### src/rtl/onewire_master_seq.sv
// -----------------------------------------------------------------------------
// onewire_master_seq
//
// Command/response sequencer that sits between a host and a onewire_tx /
// onewire_rx pair. It accepts one 56-bit command, launches it on the
// transmitter, waits for the slave's reply, and retransmits on a bad or
// missing reply up to MAX_RETRY times before reporting failure.
//
// Parameters
//   TIMEOUT_CYC  response-wait limit in clk cycles (>= 2)
//   MAX_RETRY    retransmissions allowed after the first attempt (0..7)
//
// Ports
//   clk           system clock, rising edge
//   reset         synchronous active-low reset
//   i_cmd         command word to send
//   i_cmd_valid   command request, taken when i_cmd_valid & o_cmd_ready
//   o_cmd_ready   high in IDLE while the transmitter is not busy
//   o_tx_data     command word presented to onewire_tx
//   o_tx_start    one-cycle start pulse to onewire_tx
//   i_tx_busy     onewire_tx busy
//   i_tx_done     onewire_tx frame-complete pulse
//   i_rx_data     word decoded by onewire_rx
//   i_rx_valid    i_rx_data valid strobe
//   i_rx_error    bad received frame strobe
//   o_resp        last good response, held until the next good one
//   o_resp_valid  one-cycle pulse when o_resp is updated
//   o_fail        one-cycle pulse when all attempts are exhausted
//   o_retry_cnt   retries used for the current/last command
//   o_busy        high outside IDLE
// -----------------------------------------------------------------------------
module onewire_master_seq #(
  parameter int TIMEOUT_CYC = 1000,
  parameter int MAX_RETRY   = 3
) (
  input  logic        clk,
  input  logic        reset,
  input  logic [55:0] i_cmd,
  input  logic        i_cmd_valid,
  output logic        o_cmd_ready,
  output logic [55:0] o_tx_data,
  output logic        o_tx_start,
  input  logic        i_tx_busy,
  input  logic        i_tx_done,
  input  logic [55:0] i_rx_data,
  input  logic        i_rx_valid,
  input  logic        i_rx_error,
  output logic [55:0] o_resp,
  output logic        o_resp_valid,
  output logic        o_fail,
  output logic [2:0]  o_retry_cnt,
  output logic        o_busy
);

  localparam int              TW       = $clog2(TIMEOUT_CYC) + 1;
  localparam logic [TW-1:0]   TIMER_END = TW'(TIMEOUT_CYC - 1);
  localparam logic [2:0]      RETRY_MAX = 3'(MAX_RETRY);

  typedef enum logic [1:0] {IDLE, SEND, WAIT_TX, WAIT_RESP} state_t;

  state_t          state;
  logic [TW-1:0]   timer;
  logic [55:0]     cmd_q;
  logic            good_resp;
  logic            attempt_fail;

  // The command register drives the transmitter directly, so the word is
  // stable from SEND until the sequencer returns to IDLE.
  assign o_tx_data   = cmd_q;
  assign o_busy      = (state != IDLE);
  assign o_cmd_ready = (state == IDLE) && !i_tx_busy;

  // A good response outranks a simultaneous timeout; a strobe carrying
  // i_rx_error is always treated as an error, even with i_rx_valid set.
  assign good_resp = (state == WAIT_RESP) && i_rx_valid && !i_rx_error;

  always_comb begin
    attempt_fail = 1'b0;
    case (state)
      WAIT_TX:   attempt_fail = !i_tx_done && (timer == TIMER_END);
      WAIT_RESP: attempt_fail = !good_resp && (i_rx_error || timer == TIMER_END);
      default:   attempt_fail = 1'b0;
    endcase
  end

  // NOTE: all state here is updated with non-blocking assignments so every
  // register samples the pre-edge values; later lines may override earlier
  // ones within the same edge (the attempt_fail branch relies on that).
  always_ff @(posedge clk) begin
    if (!reset) begin
      state        <= IDLE;
      timer        <= '0;
      cmd_q        <= '0;
      o_tx_start   <= 1'b0;
      o_resp       <= '0;
      o_resp_valid <= 1'b0;
      o_fail       <= 1'b0;
      o_retry_cnt  <= '0;
    end else begin
      o_tx_start   <= 1'b0;
      o_resp_valid <= 1'b0;
      o_fail       <= 1'b0;

      case (state)
        IDLE: begin
          if (i_cmd_valid && !i_tx_busy) begin
            cmd_q       <= i_cmd;
            o_retry_cnt <= '0;
            o_tx_start  <= 1'b1;  // registered so the pulse lands in SEND
            state       <= SEND;
          end
        end
        SEND: begin
          timer <= '0;
          state <= WAIT_TX;
        end
        WAIT_TX: begin
          if (i_tx_done) begin
            timer <= '0;
            state <= WAIT_RESP;
          end else if (timer != TIMER_END) begin
            timer <= timer + 1'b1;
          end
        end
        WAIT_RESP: begin
          if (good_resp) begin
            o_resp       <= i_rx_data;
            o_resp_valid <= 1'b1;
            state        <= IDLE;
          end else if (timer != TIMER_END) begin
            timer <= timer + 1'b1;
          end
        end
        default: state <= IDLE;
      endcase

      if (attempt_fail) begin
        if (o_retry_cnt < RETRY_MAX) begin
          o_retry_cnt <= o_retry_cnt + 3'd1;
          o_tx_start  <= 1'b1;
          timer       <= '0;
          state       <= SEND;
        end else begin
          o_fail <= 1'b1;
          state  <= IDLE;
        end
      end
    end
  end

endmodule
### config.mk
export PLATFORM = sky130hd
export DESIGN_NAME = onewire_master_seq
export DESIGN_NICKNAME = d
export VERILOG_FILES = /design/src/rtl/onewire_master_seq.sv
export SDC_FILE = /design/constraint.sdc
export NUM_CORES = 1
export LEC_CHECK = 0
export BUFFER_PORTS_ARGS = -buffer_cell sky130_fd_sc_hd__buf_2
export CAP_MARGIN = 40
export CELL_PAD_IN_SITES_DETAIL_PLACEMENT = 0
export CELL_PAD_IN_SITES_GLOBAL_PLACEMENT = 1
export CORE_ASPECT_RATIO = 2
export CORE_MARGIN = 4
export CORE_UTILIZATION = 34
export DETAILED_ROUTE_END_ITERATION = 10
export GPL_TIMING_DRIVEN = 0
export PLACE_DENSITY_LB_ADDON = 0.1
export REMOVE_ABC_BUFFERS = 1
export SLEW_MARGIN = 20
export SYNTH_ARGS = -nofsm -noshare
export SYNTH_HDL_FRONTEND = slang
export SYNTH_SLANG_ARGS = --single-unit
### constraint.sdc
create_clock -name clk -period 3.07 [get_ports clk]
set_input_delay 0.1535 -clock clk [delete_from_list [all_inputs] [get_ports clk]]
set_output_delay 0.1535 -clock clk [all_outputs]
set_load 0.01 [all_outputs]
==> run_results.csv, run 1 <==
group,metric,value,unit
critical_path,start_kind,"flop",
drt,met3_length,817,um
power_and_ir_drop,clkPwrFrac,0.417,
floorplan,start_util,0.348,
timing,tightest_slew,0.698,ns
placed_design,dpl.hpwl,11.6,mm
placed_design,dp_cells,1015,
global_routing,antenna_found_initial,0,
floorplan,num_rows,61,
clock_tree,cts_root_buf,"clkbuf_16",
clock_tree,clk_path_buf_depth,2,
drt,wl_per_cell,14.1,um
placed_design,place.gp.congestion,0.849,
min_path,hold_end,"o_resp[40]$_SDFFE_PN0P_",
drt,wl_met1,5.84,mm
clock_tree,htreeDepth,4,
cells_and_area,drive_gt1_frac,0.300,
timing,period_share,0.747,
timing,rsz0062_at_grt,"no",
logic_synthesis,ys_seq_area_frac,0.540,
drt,via_per_inst,4.64,
run_status,status,"finished, final reports clean",
clock_tree,tritoncts,"done",
critical_path,criticalPathCategory,"flop to flop",
floorplan,core_region_area,14000,um2
critical_path,critPathCaptureType,"flop",
floorplan,die_h,177,um
min_path,hold_start,"i_rx_data[40]",
critical_path,arrival,2.54,ns
drt,first_iter_violations,126,
power_and_ir_drop,p_leak,3.51,nW
critical_path,startpoint,"timer[0]$_SDFF_PN0_",
logic_synthesis,postSynthAreaPerCell,7.90,um2
global_routing,overflow,0,
logic_synthesis,syn_inst,615,
clock_tree,clkSlewWorstSetupHoldPaths,0.06,ns
drt,postRouteAntennaNets,0,
timing,min_period,2.29,ns
drt,met2_length,8.89,mm
placed_design,port_buffers,238,
timing,max_freq,0.436,GHz
cells_and_area,layout_commonest_cell,"buf_2",
critical_path,path_max_fanout,11,
cells_and_area,final_cell_mix,"buf_2, nand2_1, dfxtp_1",
critical_path,ff2ff_setup_slack,0.78,ns
logic_synthesis,syn-cell-area,4860,um2
power_and_ir_drop,swShare,0.281,
clock_tree,numClockSinks,131,
timing,finalSetupTns,0,ns
power_and_ir_drop,power_density,593,nW/um2
clock_tree,insertion_delay,0.40,ns
global_routing,grt_max_degree,68,
critical_path,worstRegToRegCells,6,
critical_path,required,3.31,ns
logic_synthesis,async_flop_share,0,
critical_path,r2r-start,"timer[0]$_SDFF_PN0_",
drt,drc,0,
clock_tree,cts_setup_buffers,0,
logic_synthesis,yosysWarnings,0,
floorplan,die_x,92.5,um
power_and_ir_drop,seqPwrFrac,0.392,
power_and_ir_drop,power,0.00473,W
timing,slew_headroom,0.533,
power_and_ir_drop,p_int,0.00340,W
logic_synthesis,ys_types,39,
power_and_ir_drop,ir_drop,0.511,mV
clock_tree,cts_buffers,17,
cells_and_area,layoutNonFillerInstCount,1156,
global_routing,grt_pass1_vias,5365,
logic_synthesis,synth-edff-count,0,
timing,hold_violations,0,
global_routing,grt_pass1_wl,25.6,mm
cells_and_area,areaGrowthSynthToFinish,64.2,%
critical_path,r2r_end,"timer[2]$_SDFF_PN0_",
global_routing,grt_use_total,0.197,
drt,top_layer,"met4",
drt,firstDrtPassIters,4,
cells_and_area,antennaDiodeCount,0,
logic_synthesis,ys_ff_latch,131,
clock_tree,cts_resized,0,
min_path,min_path_type,"input port to flop",
drt,wl,16.3,mm
timing,final_max_slew_viol_count,0,
job,maxCapViolations,0,
power_and_ir_drop,comb_power_share,0.191,
floorplan,die_area,16400,um2
power_and_ir_drop,p_sw,0.00133,W
floorplan,boundaryPins,239,
timing,fin_skew,0.00780,ns
cells_and_area,nets,1079,
min_path,min_path_cells,3,
drt,vias,5368,
logic_synthesis,synth_ff_type,"dfxtp_1",
timing,setup-violations-final,0,
-- registers in the layout, indices dropped and copies added (netlist names) --
name          flops
o_tx_start        1
o_resp_valid      1
o_resp           56
timer            11
o_retry_cnt       3
o_tx_data        56
o_fail            1
state             2
-- worst max-delay path, cell delays in order (launching register included) --
cell,delay [ns]
dfxtp_1,0.45
ha_1,0.29
nand4bb_1,0.18
or3_4,0.44
a211oi_4,0.35
nand2b_2,0.34
a311oi_1,0.09
-- stage by stage --
step / utilization / worst slack [ns] / hold WS [ns] / area [um2]
finish: 0.571 / 0.776 / 0.0186 / 7980
global placement: 0.439 / -3.35 / 0.392 / 6130
floorplan: - / -0.954 / 0.289 / 4700
CTS: 0.571 / 0.776 / 0.00226 / 7980
global route: 0.571 / 0.636 / 0.00304 / 7980
detailed placement: 0.452 / 0.793 / 0.401 / 6310
-- worst max-delay path by stage --
stage / endpoint / slack, ns / cells after the start
detailed placement: timer[2]$_SDFF_PN0_ / 0.79 / 6
global placement: o_tx_data[1]$_SDFFE_PN0P_ / -3.35 / 6
CTS: timer[2]$_SDFF_PN0_ / 0.78 / 6
floorplan: o_tx_data[0]$_SDFFE_PN0P_ / -0.95 / 6
global route: timer[2]$_SDFF_PN0_ / 0.64 / 6
finish: timer[2]$_SDFF_PN0_ / 0.78 / 6
-- metal layers --
metal  vias to the layer above  track usage
met1                      2458        0.201
met5                         -            0
met2                       161        0.372
met3                        41       0.0357
met4                         0        0.104
li1                       2708            -
-- logic make-up after synthesis --
kind of cell,share of synthesized area
buf+inv,0.0368
simple gates,0.239
mux,0.00438
fa+ha+maj,0.0154
flops,0.540
compound gates,0.165
-- synthesized netlist by cell type, types with 2 or more instances --
cell,n,share of area
nor3_1,6,0.0062
nor3b_1,2,0.0031
buf_1,4,0.0031
nand2_1,232,0.18
nand3b_1,3,0.0046
and3_1,3,0.0039
nand4_1,5,0.0064
buf_2,2,0.0021
ha_1,6,0.015
a31oi_1,2,0.0026
nor2b_1,2,0.0026
nor2_1,14,0.011
a21oi_1,124,0.13
clkbuf_1,32,0.025
a21o_1,3,0.0046
and2_1,3,0.0039
dfxtp_1,131,0.54
nand2b_1,2,0.0026
inv_1,6,0.0046
a311oi_1,2,0.0036
o21ai_0,7,0.0072
nand3_1,7,0.0072
-- power by group through the flow --
stage	registers (W)	logic [W]	clock network, W
6_report	0.00186	0.000902	0.00197
5_1_grt	0.00187	0.00101	0.00210
4_1_cts	0.00186	0.000918	0.00204
3_5_place_dp	0.00189	0.000804	0
3_3_place_gp	0.00189	0.000758	0
2_1_floorplan	0.00194	0.000382	0
-- cell type report --
class,instances,area (um2)
Fill cell,1367,5990
Clock buffer,18,429
Inverter,6,27.5
Clock inverter,14,153
Sequential cell,131,2620
Multi-Input combinational cell,439,2070
Timing Repair Buffer,359,2440
Tap cell,189,236
-- timing repair --
| action | in CTS | in global routing |
|---|---|---|
| hold buffers | 109 | 0 |
| endpoints found under the hold margin | 109 | 0 |
| endpoints found under the setup margin | 0 | 0 |
Power figures use the tool's default switching activity.
==> run 2: changes to the inputs <==
--- a/config.mk
+++ b/config.mk
@@ -11,7 +11,7 @@
 export CELL_PAD_IN_SITES_GLOBAL_PLACEMENT = 1
 export CORE_ASPECT_RATIO = 2
 export CORE_MARGIN = 4
-export CORE_UTILIZATION = 34
+export CORE_UTILIZATION = 28
 export DETAILED_ROUTE_END_ITERATION = 10
 export GPL_TIMING_DRIVEN = 0
 export PLACE_DENSITY_LB_ADDON = 0.1
==> constraint.sdc (replaced) <==
create_clock -name clk -period 2.1 [get_ports clk]
set_input_delay 0.105 -clock clk [delete_from_list [all_inputs] [get_ports clk]]
set_output_delay 0.105 -clock clk [all_outputs]
set_load 0.01 [all_outputs]
==> run 2 against run 1 <==
Die area grew 20%. Sequential share of layout area shrank 0.30 points. Setup slack lost 0.67 ns. First-iteration DRC count shrank 29%. Largest cell class unchanged. Routed wire length grew 4.6%. Critical path depth is the same. Sequential power grew 46%. Sequential cell count is the same.
==> run_results.csv, run 2 (synthesis results as in run 1) <==
group,metric,value,unit
critical_path,start_kind,"flop",
critical_path,critPathCaptureType,"flop",
timing,setup-violations-final,0,
power_and_ir_drop,ir_drop,0.563,mV
floorplan,die_area,19700,um2
drt,vias,5350,
critical_path,path_max_fanout,6,
drt,firstDrtPassIters,4,
drt,first_iter_violations,90,
power_and_ir_drop,p_leak,3.52,nW
cells_and_area,design_area,8080,um2
clock_tree,cts_buffers,17,
clock_tree,clk_path_buf_depth,2,
critical_path,criticalPathCategory,"flop to flop",
timing,finalSetupTns,0,ns
global_routing,grt_pass1_wl,27.0,mm
drt,postRouteAntennaNets,0,
min_path,min_path_type,"input port to flop",
placed_design,dpl.hpwl,12.0,mm
run_status,status,"finished, final reports clean",
power_and_ir_drop,power_density,851,nW/um2
floorplan,die_h,194,um
timing,min_period,2.00,ns
global_routing,grt_max_degree,72,
cells_and_area,antennaDiodeCount,0,
critical_path,required,2.45,ns
cells_and_area,final_cell_mix,"buf_2, nand2_1, dfxtp_1",
global_routing,grt_pass1_vias,5457,
drt,drc,0,
drt,wl_per_cell,14.4,um
floorplan,core_region_area,16900,um2
global_routing,overflow,0,
cells_and_area,areaGrowthSynthToFinish,66.2,%
timing,max_freq,0.501,GHz
timing,period_share,0.951,
floorplan,boundaryPins,239,
job,maxCapViolations,0,
floorplan,start_util,0.287,
clock_tree,clkSlewWorstSetupHoldPaths,0.06,ns
placed_design,place.gp.congestion,0.772,
floorplan,num_rows,67,
global_routing,antenna_found_initial,0,
cells_and_area,nets,1085,
timing,rsz0062_at_grt,"yes",
timing,fin_skew,0.00940,ns
timing,final_max_slew_viol_count,0,
timing,tightest_slew,0.544,ns
placed_design,port_buffers,238,
timing,hold_violations,0,
cells_and_area,drive_gt1_frac,0.307,
clock_tree,insertion_delay,0.41,ns
floorplan,die_x,101,um
clock_tree,numClockSinks,131,
clock_tree,htreeDepth,4,
drt,wl,17.0,mm
timing,slew_headroom,0.635,
clock_tree,cts_root_buf,"clkbuf_16",
global_routing,grt_use_total,0.173,
drt,via_per_inst,4.53,
placed_design,placed_area,6300,um2
cells_and_area,layout_commonest_cell,"buf_2",
clock_tree,tritoncts,"done",
critical_path,arrival,2.35,ns
## run 2: cell count changes in the layout (fill, tap and decap cells not counted), sizes merged
| cell | previous run | this run |
|---|---|---|
| bufinv | 2 | 1 |
| dlygate4sd3 | 109 | 112 |
| clkbuf | 18 | 19 |
| nand2b | 3 | 4 |
| inv | 10 | 7 |
| buf | 250 | 252 |
| clkinv | 4 | 7 |
## run 2: metrics by stage
stage           util  power, W  setup slack [ns]  std cells  hold WS (ns)
2_1_floorplan      -   0.00339             -1.92        576         0.240
3_3_place_gp   0.363   0.00389             -4.12       1021         0.345
3_5_place_dp   0.372   0.00394            -0.452       1031         0.351
4_1_cts        0.474   0.00697           0.00895       1178        0.0454
5_1_grt        0.477   0.00724           -0.0934       1180        0.0626
6_report       0.477   0.00687             0.102       1180        0.0724
## run 2: repair_timing
action                                  CTS  global route
pin swaps                                 2             3
hold buffers                            112             0
gates resized for setup                   7             5
buffers inserted                          2             2
gates cloned                              1             0
hold endpoints to repair                112             0
endpoints found under the setup margin   58            46
## run 2: power by group
| group | total [W] | internal [W] | switching, W |
|---|---|---|---|
| Combinational | 0.00135 | 0.000574 | 0.000777 |
| Clock | 0.00280 | 0.00165 | 0.00115 |
| Sequential | 0.00272 | 0.00264 | 0.0000786 |
| Total | 0.00687 | 0.00487 | 0.00200 |
## run 2: worst paths after layout
| path | startpoint | to | slack, ns | cells after the start |
|---|---|---|---|---|
| max | timer[0]$_SDFF_PN0_ | o_retry_cnt[0]$_SDFF_PN0_ | 0.10 | 6 |
| min | reset | state[0]$_SDFFE_PN0P_ | 0.07 | 3 |
| max reg2reg | timer[0]$_SDFF_PN0_ | o_retry_cnt[0]$_SDFF_PN0_ | 0.10 | 6 |
| min reg2reg | o_resp[17]$_SDFFE_PN0P_ | o_resp[17]$_SDFFE_PN0P_ | 0.45 | 2 |
## run 2: area by class of cell
cell class	count	area, um2
clock buffer	19	443
clock inverter	13	111
fill	1703	8860
inverter	6	27.5
multi-input combinational	440	2140
sequential	131	2630
tap	207	259
timing repair buffer	364	2470
## run 2: per-layer routing
layer  track usage  up-vias  share of wire
li1              -     2724              -
met1         0.168     2443           0.36
met2         0.333      154           0.56
met3        0.0362       29          0.048
met4        0.0784        0          0.028
met5             0        -              0
## run 2: critical path, cell delays in order, from the launching register on
cell,delay (ns)
dfxtp_4,0.39
ha_4,0.18
nand4bb_4,0.12
or3_4,0.45
a211oi_4,0.34
mux2_2,0.37
nor2_1,0.07
